**src/rtl/ceespu_text_console.sv**
```systemverilog
// Character-stream terminal front end: turns a byte stream into text/colour RAM
// cell writes and keeps the cursor, clearing lines and the screen in hardware.
module ceespu_text_console #(
  parameter int COLS = 80,
  parameter int ROWS = 30,
  parameter int AW   = 12
) (
  input  logic          I_sys_clk,
  input  logic          I_sys_rst,
  input  logic          I_char_valid,
  input  logic [7:0]    I_char,
  input  logic [15:0]   I_attr,
  output logic          O_char_ready,
  output logic          O_ram_we,
  output logic [AW-1:0] O_ram_addr,
  output logic [7:0]    O_ram_char,
  output logic [15:0]   O_ram_colour,
  output logic [6:0]    O_cursor_col,
  output logic [4:0]    O_cursor_row,
  output logic          O_busy
);

  localparam int CELLS = COLS * ROWS;
  localparam logic [1:0] ST_IDLE       = 2'd0;
  localparam logic [1:0] ST_CLEAR_LINE = 2'd1;
  localparam logic [1:0] ST_CLEAR_ALL  = 2'd2;

  logic [1:0]    state_r, state_s;
  logic [6:0]    col_r, col_s;
  logic [4:0]    row_r, row_s;
  logic [15:0]   attr_r, attr_s;
  logic [AW:0]   clr_cnt_r, clr_cnt_s;
  logic          ram_we_r, ram_we_s;
  logic [AW-1:0] ram_addr_r, ram_addr_s;
  logic [7:0]    ram_char_r, ram_char_s;
  logic [15:0]   ram_colour_r, ram_colour_s;
  logic          ready_r, ready_s;
  logic          busy_r, busy_s;
  logic          accept_s;
  logic [4:0]    next_row_s;

  // Shift-add form for 80 columns avoids a multiplier on the common configuration.
  function automatic logic [AW-1:0] cell_addr(input logic [4:0] row, input logic [6:0] col);
    logic [31:0] sum_v;
    if (COLS == 80) begin
      sum_v = ({27'd0, row} << 6) + ({27'd0, row} << 4) + {25'd0, col};
    end else begin
      sum_v = ({27'd0, row} * 32'(COLS)) + {25'd0, col};
    end
    return sum_v[AW-1:0];
  endfunction

  assign accept_s   = I_char_valid && ready_r;
  assign next_row_s = (row_r == 5'(ROWS - 1)) ? 5'd0 : row_r + 5'd1;

  // Next-state, cursor and RAM-write decode for the console.
  always_comb begin
    state_s      = state_r;
    col_s        = col_r;
    row_s        = row_r;
    attr_s       = attr_r;
    clr_cnt_s    = clr_cnt_r;
    ram_we_s     = 1'b0;
    ram_addr_s   = ram_addr_r;
    ram_char_s   = ram_char_r;
    ram_colour_s = ram_colour_r;
    ready_s      = ready_r;
    busy_s       = busy_r;
    case (state_r)
      ST_IDLE: begin
        if (accept_s) begin
          attr_s = I_attr;
          if ((I_char >= 8'h20) && (I_char <= 8'h7E)) begin
            ram_we_s     = 1'b1;
            ram_addr_s   = cell_addr(row_r, col_r);
            ram_char_s   = I_char;
            ram_colour_s = I_attr;
            if (col_r == 7'(COLS - 1)) begin
              col_s     = 7'd0;
              row_s     = next_row_s;
              state_s   = ST_CLEAR_LINE;
              clr_cnt_s = '0;
              ready_s   = 1'b0;
              busy_s    = 1'b1;
            end else begin
              col_s = col_r + 7'd1;
            end
          end else begin
            case (I_char)
              8'h0D: col_s = 7'd0;
              8'h0A: begin
                col_s     = 7'd0;
                row_s     = next_row_s;
                state_s   = ST_CLEAR_LINE;
                clr_cnt_s = '0;
                ready_s   = 1'b0;
                busy_s    = 1'b1;
              end
              8'h08: begin
                if (col_r != 7'd0) begin
                  col_s        = col_r - 7'd1;
                  ram_we_s     = 1'b1;
                  ram_addr_s   = cell_addr(row_r, col_r - 7'd1);
                  ram_char_s   = 8'h20;
                  ram_colour_s = I_attr;
                end else begin
                  col_s = col_r;
                end
              end
              8'h0C: begin
                col_s     = 7'd0;
                row_s     = 5'd0;
                state_s   = ST_CLEAR_ALL;
                clr_cnt_s = '0;
                ready_s   = 1'b0;
                busy_s    = 1'b1;
              end
              default: col_s = col_r;
            endcase
          end
        end else begin
          attr_s = attr_r;
        end
      end
      ST_CLEAR_LINE: begin
        if (clr_cnt_r == (AW+1)'(COLS)) begin
          state_s = ST_IDLE;
          ready_s = 1'b1;
          busy_s  = 1'b0;
        end else begin
          ram_we_s     = 1'b1;
          ram_addr_s   = cell_addr(row_r, clr_cnt_r[6:0]);
          ram_char_s   = 8'h20;
          ram_colour_s = attr_r;
          clr_cnt_s    = clr_cnt_r + (AW+1)'(1);
        end
      end
      ST_CLEAR_ALL: begin
        if (clr_cnt_r == (AW+1)'(CELLS)) begin
          state_s = ST_IDLE;
          ready_s = 1'b1;
          busy_s  = 1'b0;
        end else begin
          ram_we_s     = 1'b1;
          ram_addr_s   = clr_cnt_r[AW-1:0];
          ram_char_s   = 8'h20;
          ram_colour_s = attr_r;
          clr_cnt_s    = clr_cnt_r + (AW+1)'(1);
        end
      end
      default: begin
        state_s   = ST_CLEAR_ALL;
        clr_cnt_s = '0;
        ready_s   = 1'b0;
        busy_s    = 1'b1;
      end
    endcase
  end

  // State and output registers; reset restarts a full-screen clear.
  always_ff @(posedge I_sys_clk or posedge I_sys_rst) begin
    if (I_sys_rst) begin
      state_r      <= ST_CLEAR_ALL;
      col_r        <= 7'd0;
      row_r        <= 5'd0;
      attr_r       <= 16'h00FF;
      clr_cnt_r    <= '0;
      ram_we_r     <= 1'b0;
      ram_addr_r   <= '0;
      ram_char_r   <= 8'h00;
      ram_colour_r <= 16'h0000;
      ready_r      <= 1'b0;
      busy_r       <= 1'b1;
    end else begin
      state_r      <= state_s;
      col_r        <= col_s;
      row_r        <= row_s;
      attr_r       <= attr_s;
      clr_cnt_r    <= clr_cnt_s;
      ram_we_r     <= ram_we_s;
      ram_addr_r   <= ram_addr_s;
      ram_char_r   <= ram_char_s;
      ram_colour_r <= ram_colour_s;
      ready_r      <= ready_s;
      busy_r       <= busy_s;
    end
  end

  assign O_char_ready = ready_r;
  assign O_ram_we     = ram_we_r;
  assign O_ram_addr   = ram_addr_r;
  assign O_ram_char   = ram_char_r;
  assign O_ram_colour = ram_colour_r;
  assign O_cursor_col = col_r;
  assign O_cursor_row = row_r;
  assign O_busy       = busy_r;

endmodule
```
**config.mk**
```make
export PLATFORM = sky130hd
export DESIGN_NAME = ceespu_text_console
export DESIGN_NICKNAME = d
export VERILOG_FILES = /design/src/rtl/ceespu_text_console.sv
export SDC_FILE = /design/constraint.sdc
export NUM_CORES = 1
export LEC_CHECK = 0
export CAP_MARGIN = 10
export CORE_ASPECT_RATIO = 0.8
export CORE_UTILIZATION = 57
export CTS_BUF_LIST = sky130_fd_sc_hd__clkbuf_8
export DETAILED_ROUTE_END_ITERATION = 8
export MAX_ROUTING_LAYER = met4
export PLACE_DENSITY = 0.91
export SETUP_SLACK_MARGIN = 0.5
export SYNTH_ARGS = -nofsm -noshare
export SYNTH_HDL_FRONTEND = slang
export SYNTH_SLANG_ARGS = --single-unit
```
**constraint.sdc**
```tcl
create_clock -name I_sys_clk -period 4.61 [get_ports I_sys_clk]
set_clock_uncertainty 0.1 [all_clocks]
set_input_delay 0.461 -clock I_sys_clk [delete_from_list [all_inputs] [get_ports I_sys_clk]]
set_output_delay 0.461 -clock I_sys_clk [all_outputs]
set_load 0.01 [all_outputs]
```
======== Word-level counts from Yosys, hierarchy flattened ========
Index checks and enable logic that the tools add are counted.
cells by class
  eq/ne operators ......................... 22
  $lt $le $gt $ge ......................... 2
  add/sub/neg operators ................... 8
  reductions and logical operators ........ 16
  multiplexer cells ....................... 64
operators by type and width
  kind                                                                      count
  16-bit 2-to-1 mux                                                         6
  13-bit 2-to-1 mux                                                         6
  12-bit 2-to-1 mux                                                         6
  8-bit 2-to-1 mux                                                          6
  16-bit one-hot mux with 3 select lines                                    1
  13-bit one-hot mux with 3 select lines                                    1
  12-bit by 7-bit adder with 12-bit output                                  3
  12-bit one-hot mux with 3 select lines                                    1
  8-bit by 4-bit equality test with 1-bit output (second input constant)    4
  8-bit one-hot mux with 3 select lines                                     1
  7-bit 2-to-1 mux                                                          3
  1-bit 2-to-1 mux                                                          18
  5-bit 2-to-1 mux                                                          3
  5-bit AND reduction                                                       3
  7-bit one-hot mux with 2 select lines                                     1
  13-bit by 1-bit adder with 13-bit output (second input constant)          1
  13-bit by 12-bit equality test with 1-bit output (second input constant)  1
  13-bit by 7-bit equality test with 1-bit output (second input constant)   1
  11-bit by 9-bit adder with 12-bit output                                  1
  3-bit inequality test (second input constant)                             4
  2-bit 2-to-1 mux                                                          5
  2-bit inequality test (second input constant)                             5
  5-bit one-hot mux with 2 select lines                                     1
  1-bit one-hot mux with 3 select lines                                     3
  other kinds (23)                                                          27
storage, ports and cells
  register bits ........................... 82
  logic and storage cells ................. 123
  bits of input ports ..................... 27

======== Logic depth before layout (Yosys ltp) ========
  word-level depth ........................ 7
  gate-level depth with buffers ........... 16

======== Worst setup path after synthesis ========
No wires, ideal clock.
  kind .................................... input to register
  from .................................... input I_char[6]
  to ...................................... register ram_addr_r[10] (netlist: O_ram_addr[10])
  slack ................................... 1.334 ns
  stages .................................. 14
  buffers on the path ..................... 1
  arrival ................................. 3.050 ns
  cells stage by stage .................... buf_2 -> nand4_1 -> o221ai_1 -> nand2_1 -> xor2_1 -> o21ai_0 -> inv_1 -> fa_1 -> nor2b_1 -> o21bai_1 -> nor4_1 -> xor2_1 -> a22oi_1 -> a21oi_1
between the ends
  cells in the longest elaborated chain, start to end .. 5
  elaborated cells on any way between the ends .. 10
RTL lines
  element                                                                                                                                    RTL line  source
  start, declared                                                                                                                            11        input logic [7:0] I_char,
  8-bit by 6-bit greater-or-equal comparator with 1-bit output or 8-bit by 7-bit less-or-equal comparator with 1-bit output (tied branches)  73        if ((I_char >= 8'h20) && (I_char <= 8'h7E)) begin
  1-bit logical AND                                                                                                                          73
  12-bit 2-to-1 mux                                                                                                                          73
  12-bit 2-to-1 mux                                                                                                                          71        if (accept_s) begin
  12-bit one-hot mux with 3 select lines                                                                                                     69        case (state_r)
  end signal, assigned                                                                                                                       181       ram_addr_r <= ram_addr_s;
  end, declared                                                                                                                              34        logic [AW-1:0] ram_addr_r, ram_addr_s;
Several ways; a longest one is shown, not always the timed one. The select of a mux whose other input is x is not followed.
A chain may end at the register's enable or synchronous reset.

======== Final worst setup path ========
Ends and elaborated chain as after synthesis.

==> impl_results.md <==
* Area of the mapped netlist at 0.00466 mm2
* Worst reg-to-reg setup slack at a little under 1 ns
* Top_reg_cell synth: sky130_fd_sc_hd__dfrtp_1
* Hold Path Depth at 2
* Hold Crit Start: O_busy$_DFFE_PP1P_
* Ordered list of cells on the worst path: clkdlybuf4s50_1 -> nand4_1 -> o221ai_1 -> buf_4 -> nand2_1 -> xor2_1 -> o21ai_0 -> inv_1 -> fa_1 -> nor2b_1 -> o21bai_1 -> nor4_1 -> xor2_1 -> a22oi_1 -> a21oi_1
* Number of warnings printed during yosys synthesis at 0
* Height of the die at around 83 um
* CTS H-Tree Depth at 3
* Global placement routability congestion at 0.928
* PostCTS Resize Cnt at 0
* Synthesized area divided by synthesized cell count at between 9 and 10 um2
* Violation count after the first detailed-routing iteration at around 460
* Input/output buffers at just under 80
* Final-report setup violation count at 0
* Largest voltage drop on the vdd net at roughly 230 uV
* Worst-case headroom to the max-slew limit at approximately 27%
* Via count of the routed design at roughly 4,000
* Crit path DAT at 3.82 ns
* Endpoints failing hold at 0
* Sequential cell area at between 0.002 and 0.0025 mm2
* Synth top cells by count: sky130_fd_sc_hd__dfrtp_1, sky130_fd_sc_hd__nor2_1, sky130_fd_sc_hd__a21oi_1, sky130_fd_sc_hd__nand2_1, sky130_fd_sc_hd__nand3_1
* Final wirelength at about 12,000 um
* ANT cells at 0
* Utilization of the core after routing at 72.2%
* Setup TNS after final layout at 0 ns
* Setup slack at placement at 0.599 ns
* Core Box Area at ~0.0079 mm2
* Reg clk slew, reported paths at 0.09 ns
* Minimum clock period at 3.70 ns
* Post-Synthesis Net Count at approximately 540
* Main area contributors after synthesis: sky130_fd_sc_hd__dfrtp_1, sky130_fd_sc_hd__dfstp_2, sky130_fd_sc_hd__a21oi_1
* GR met3 Demand/Resource at under 10%
* Via density per instance at just over 6
* Hold buffer count at CTS at 0
* Worst setup EP type: register
* DP Wirelength at 8290 um
* Via count of the first global-routing pass at 4,027
* Hold endpoint: O_busy$_DFFE_PP1P_
* Area Overhead vs Synth at 22.7%
* Root Buffer: sky130_fd_sc_hd__clkbuf_8
* FILL cells at roughly 600
* DIE AREA at between 0.008 and 0.009 mm2
* Share of the synthesized area in the top cell type at between 30% and 40%
* Number of remaining DRC errors at 0
* X dimension of the die at roughly 100 um
* Clock tree sinks at ~80
* Crit-path slowest cell: sky130_fd_sc_hd__clkdlybuf4s50_1
* Net count, final at 601
* Number of antenna violations at the first check in global routing at 0
* Number of unique standard cell types used by synthesis at 58
* Met1 capacity usage during global routing at between 30% and 40%
* Async set or reset register ratio after synthesis at 100%
* Final std cells w/o fill at between 600 and 700
* Cell family with most CP delay: buffers and inverters
* Highest clock frequency the design can meet at approximately 0.27 GHz
* Remaining antenna violation count at 0
* FF-to-FF path depth at 13
* Maximum number of pins on one net before global-route repair at between 50 and 60
* Overflow left after global routing at 0
* RSZ-0062 raised after global routing: false
* Final setup margin at roughly 0.91 ns
* Max clock buf depth at 2
* Worst Tran Pin Value at approximately 1.1 ns
* Number of register bits inferred by synthesis at a little over 80
* Power per Cell Area at around 250 mW/mm2
* Routing usage on met2 at a little under half
* Max Transition Viols Final at 0
* TritonCTS Buffers at 9
* Classification of the worst-slack hold path: reg -> reg
* Global-route wire length before repair at ~19,000 um
* DRT Pass-1 Iters at 9
* Crit path kind: in -> reg
* Busiest metal layer after global routing: met2
* Status: completed
* Row count at 29
* Post-placement cell count at between 600 and 700
* Maxcap violations at 0
* Worst-Skew Late Latency at 0.38 ns
* CP Launch Type: input port
* CTS tree: yes
* Wire length per cell at around 18 um
* Cell with the most instances after synthesis: sky130_fd_sc_hd__dfrtp_1
* Effective utilization at floorplan at 58.9%
* Fraction of layout cells with a size suffix above 1 at around 11%
* Multi-input combinational cell area at approximately 0.0024 mm2
* Data required time of the critical path at 4.73 ns
* Maximum cell stage delay along the critical path at 0.68 ns
* Number of synthesized flops with an enable pin at 0
* Post-synthesis sequential area ratio at between 40% and 50%
* GR Util All Layers at 30.2%
* Post-layout power at between 1 and 1.5 mW
* Number of top-level pins at 78
* Critical path buffer and inverter count at 3
* Number of instances in the synthesized netlist at 493
* Maximum fanout encountered on the critical timing path at 9
* Cell type with the largest total area after synthesis: sky130_fd_sc_hd__dfrtp_1
* Library cell appearing most often on the critical path: sky130_fd_sc_hd__xor2_1
* Startpoint of the worst-slack reg-to-reg timing path: O_cursor_col[3]$_DFFE_PP0P_
* Endpoint of the most critical register-to-register path: O_ram_addr[10]$_DFFE_PP0P_
* Crit share post-route at between 80 and 90%
* # Post-CTS Setup Buffers at 0
* Leakage power at ~2.4 nW
power by group:
part / internal, mW / total [mW] / leakage [nW] / switching (mW)
registers: 0.719 / 0.719 / 1.01 / 0
clock network: 0.315 / 0.617 / 0.113 / 0.303
logic: 0.0304 / 0.0702 / 1.30 / 0.0398
kinds of logic (layout without fill, tap and decap cells):
family / Yosys count / count (layout) / synth area share [%]
xor+xnor: 14 / 14 / 2.63
buf+inv: 54 / 121 / 4.84
fa+ha+maj: 19 / 19 / 5.43
mux: 36 / 36 / 8.25
simple gates: 175 / 175 / 19.2
compound gates: 113 / 113 / 15.3
flops: 82 / 82 / 44.3
worst max path at each step:
| stage | from | to | cells after the start | slack [ns] |
|---|---|---|---|---|
| global route | I_char[6] | O_ram_addr[10]$_DFFE_PP0P_ | 15 | 0.64 |
| finish | I_char[6] | O_ram_addr[10]$_DFFE_PP0P_ | 15 | 0.91 |
| CTS | I_char[6] | O_ram_addr[10]$_DFFE_PP0P_ | 15 | 0.99 |
| detailed placement | I_char[6] | O_ram_addr[10]$_DFFE_PP0P_ | 15 | 0.60 |
| floorplan | I_char[6] | O_ram_addr[10]$_DFFE_PP0P_ | 14 | 1.33 |
| global placement | I_char[6] | O_ram_addr[10]$_DFFE_PP0P_ | 15 | 0.80 |
metal layers:
layer,wire length [um],vias to the layer above
met5,0,-
met1,4820,1975
li1,-,1889
met3,827,34
met4,289,0
met2,5800,173
flip-flops by register name, summed over array words and instances (netlist names):
| name | flops |
|---|---|
| O_ram_colour | 16 |
| attr_r | 16 |
| clr_cnt_r | 13 |
| O_ram_addr | 12 |
| O_ram_char | 8 |
| O_cursor_col | 7 |
| O_cursor_row | 5 |
| state_r | 2 |
| O_busy | 1 |
| O_char_ready | 1 |
| O_ram_we | 1 |
worst register-to-register path, stage by stage (launching register included):
cell and delay [ns]:
sky130_fd_sc_hd__dfrtp_1 0.51, sky130_fd_sc_hd__or4_1 0.54, sky130_fd_sc_hd__nor2_1 0.22, sky130_fd_sc_hd__nand2_1 0.10, sky130_fd_sc_hd__xor2_1 0.14, sky130_fd_sc_hd__o21ai_0 0.27, sky130_fd_sc_hd__inv_1 0.11, sky130_fd_sc_hd__fa_1 0.45
sky130_fd_sc_hd__nor2b_1 0.13, sky130_fd_sc_hd__o21bai_1 0.11, sky130_fd_sc_hd__nor4_1 0.37, sky130_fd_sc_hd__xor2_1 0.12, sky130_fd_sc_hd__a22oi_1 0.20, sky130_fd_sc_hd__a21oi_1 0.10
per-stage QoR:
step / instance area (um2) / hold WS (ns)
finish: 5710 / 0.406
global route: 5710 / 0.420
CTS: 5710 / 0.414
detailed placement: 5490 / 0.402
global placement: 5490 / 0.362
floorplan: 4660 / 0.374
final cells by class:
type | instances | area share [%]
Inverter | 23 | 1.53
Clock inverter | 7 | 1.84
Multi-Input combinational cell | 357 | 41.6
Tap cell | 108 | 2.36
Timing Repair Buffer | 82 | 14.4
Clock buffer | 9 | 2.17
Sequential cell | 82 | 36.1
layout by cell type (no fill, tap or decap), drive strengths merged, types with 3 or more instances in the layout:
cell and count:
and3 7, and2 4, a21o 3, mux2i 17, nor4 4, xor2 7, nor2b 4, a22oi 9
a2bb2oi 4, inv 26, dfrtp 72, nand2 43, o221ai 3, clkdlybuf4s50 77, nor2 45, ha 17
buf 5, dfstp 10, nand4b 3, a21oi 43, o21ai 25, a31oi 5, xnor2 7, mux2 19
nand3 41, or4b 9, clkbuf 9, nor4b 4
Note: power is estimated with default switching activity, not from simulation.
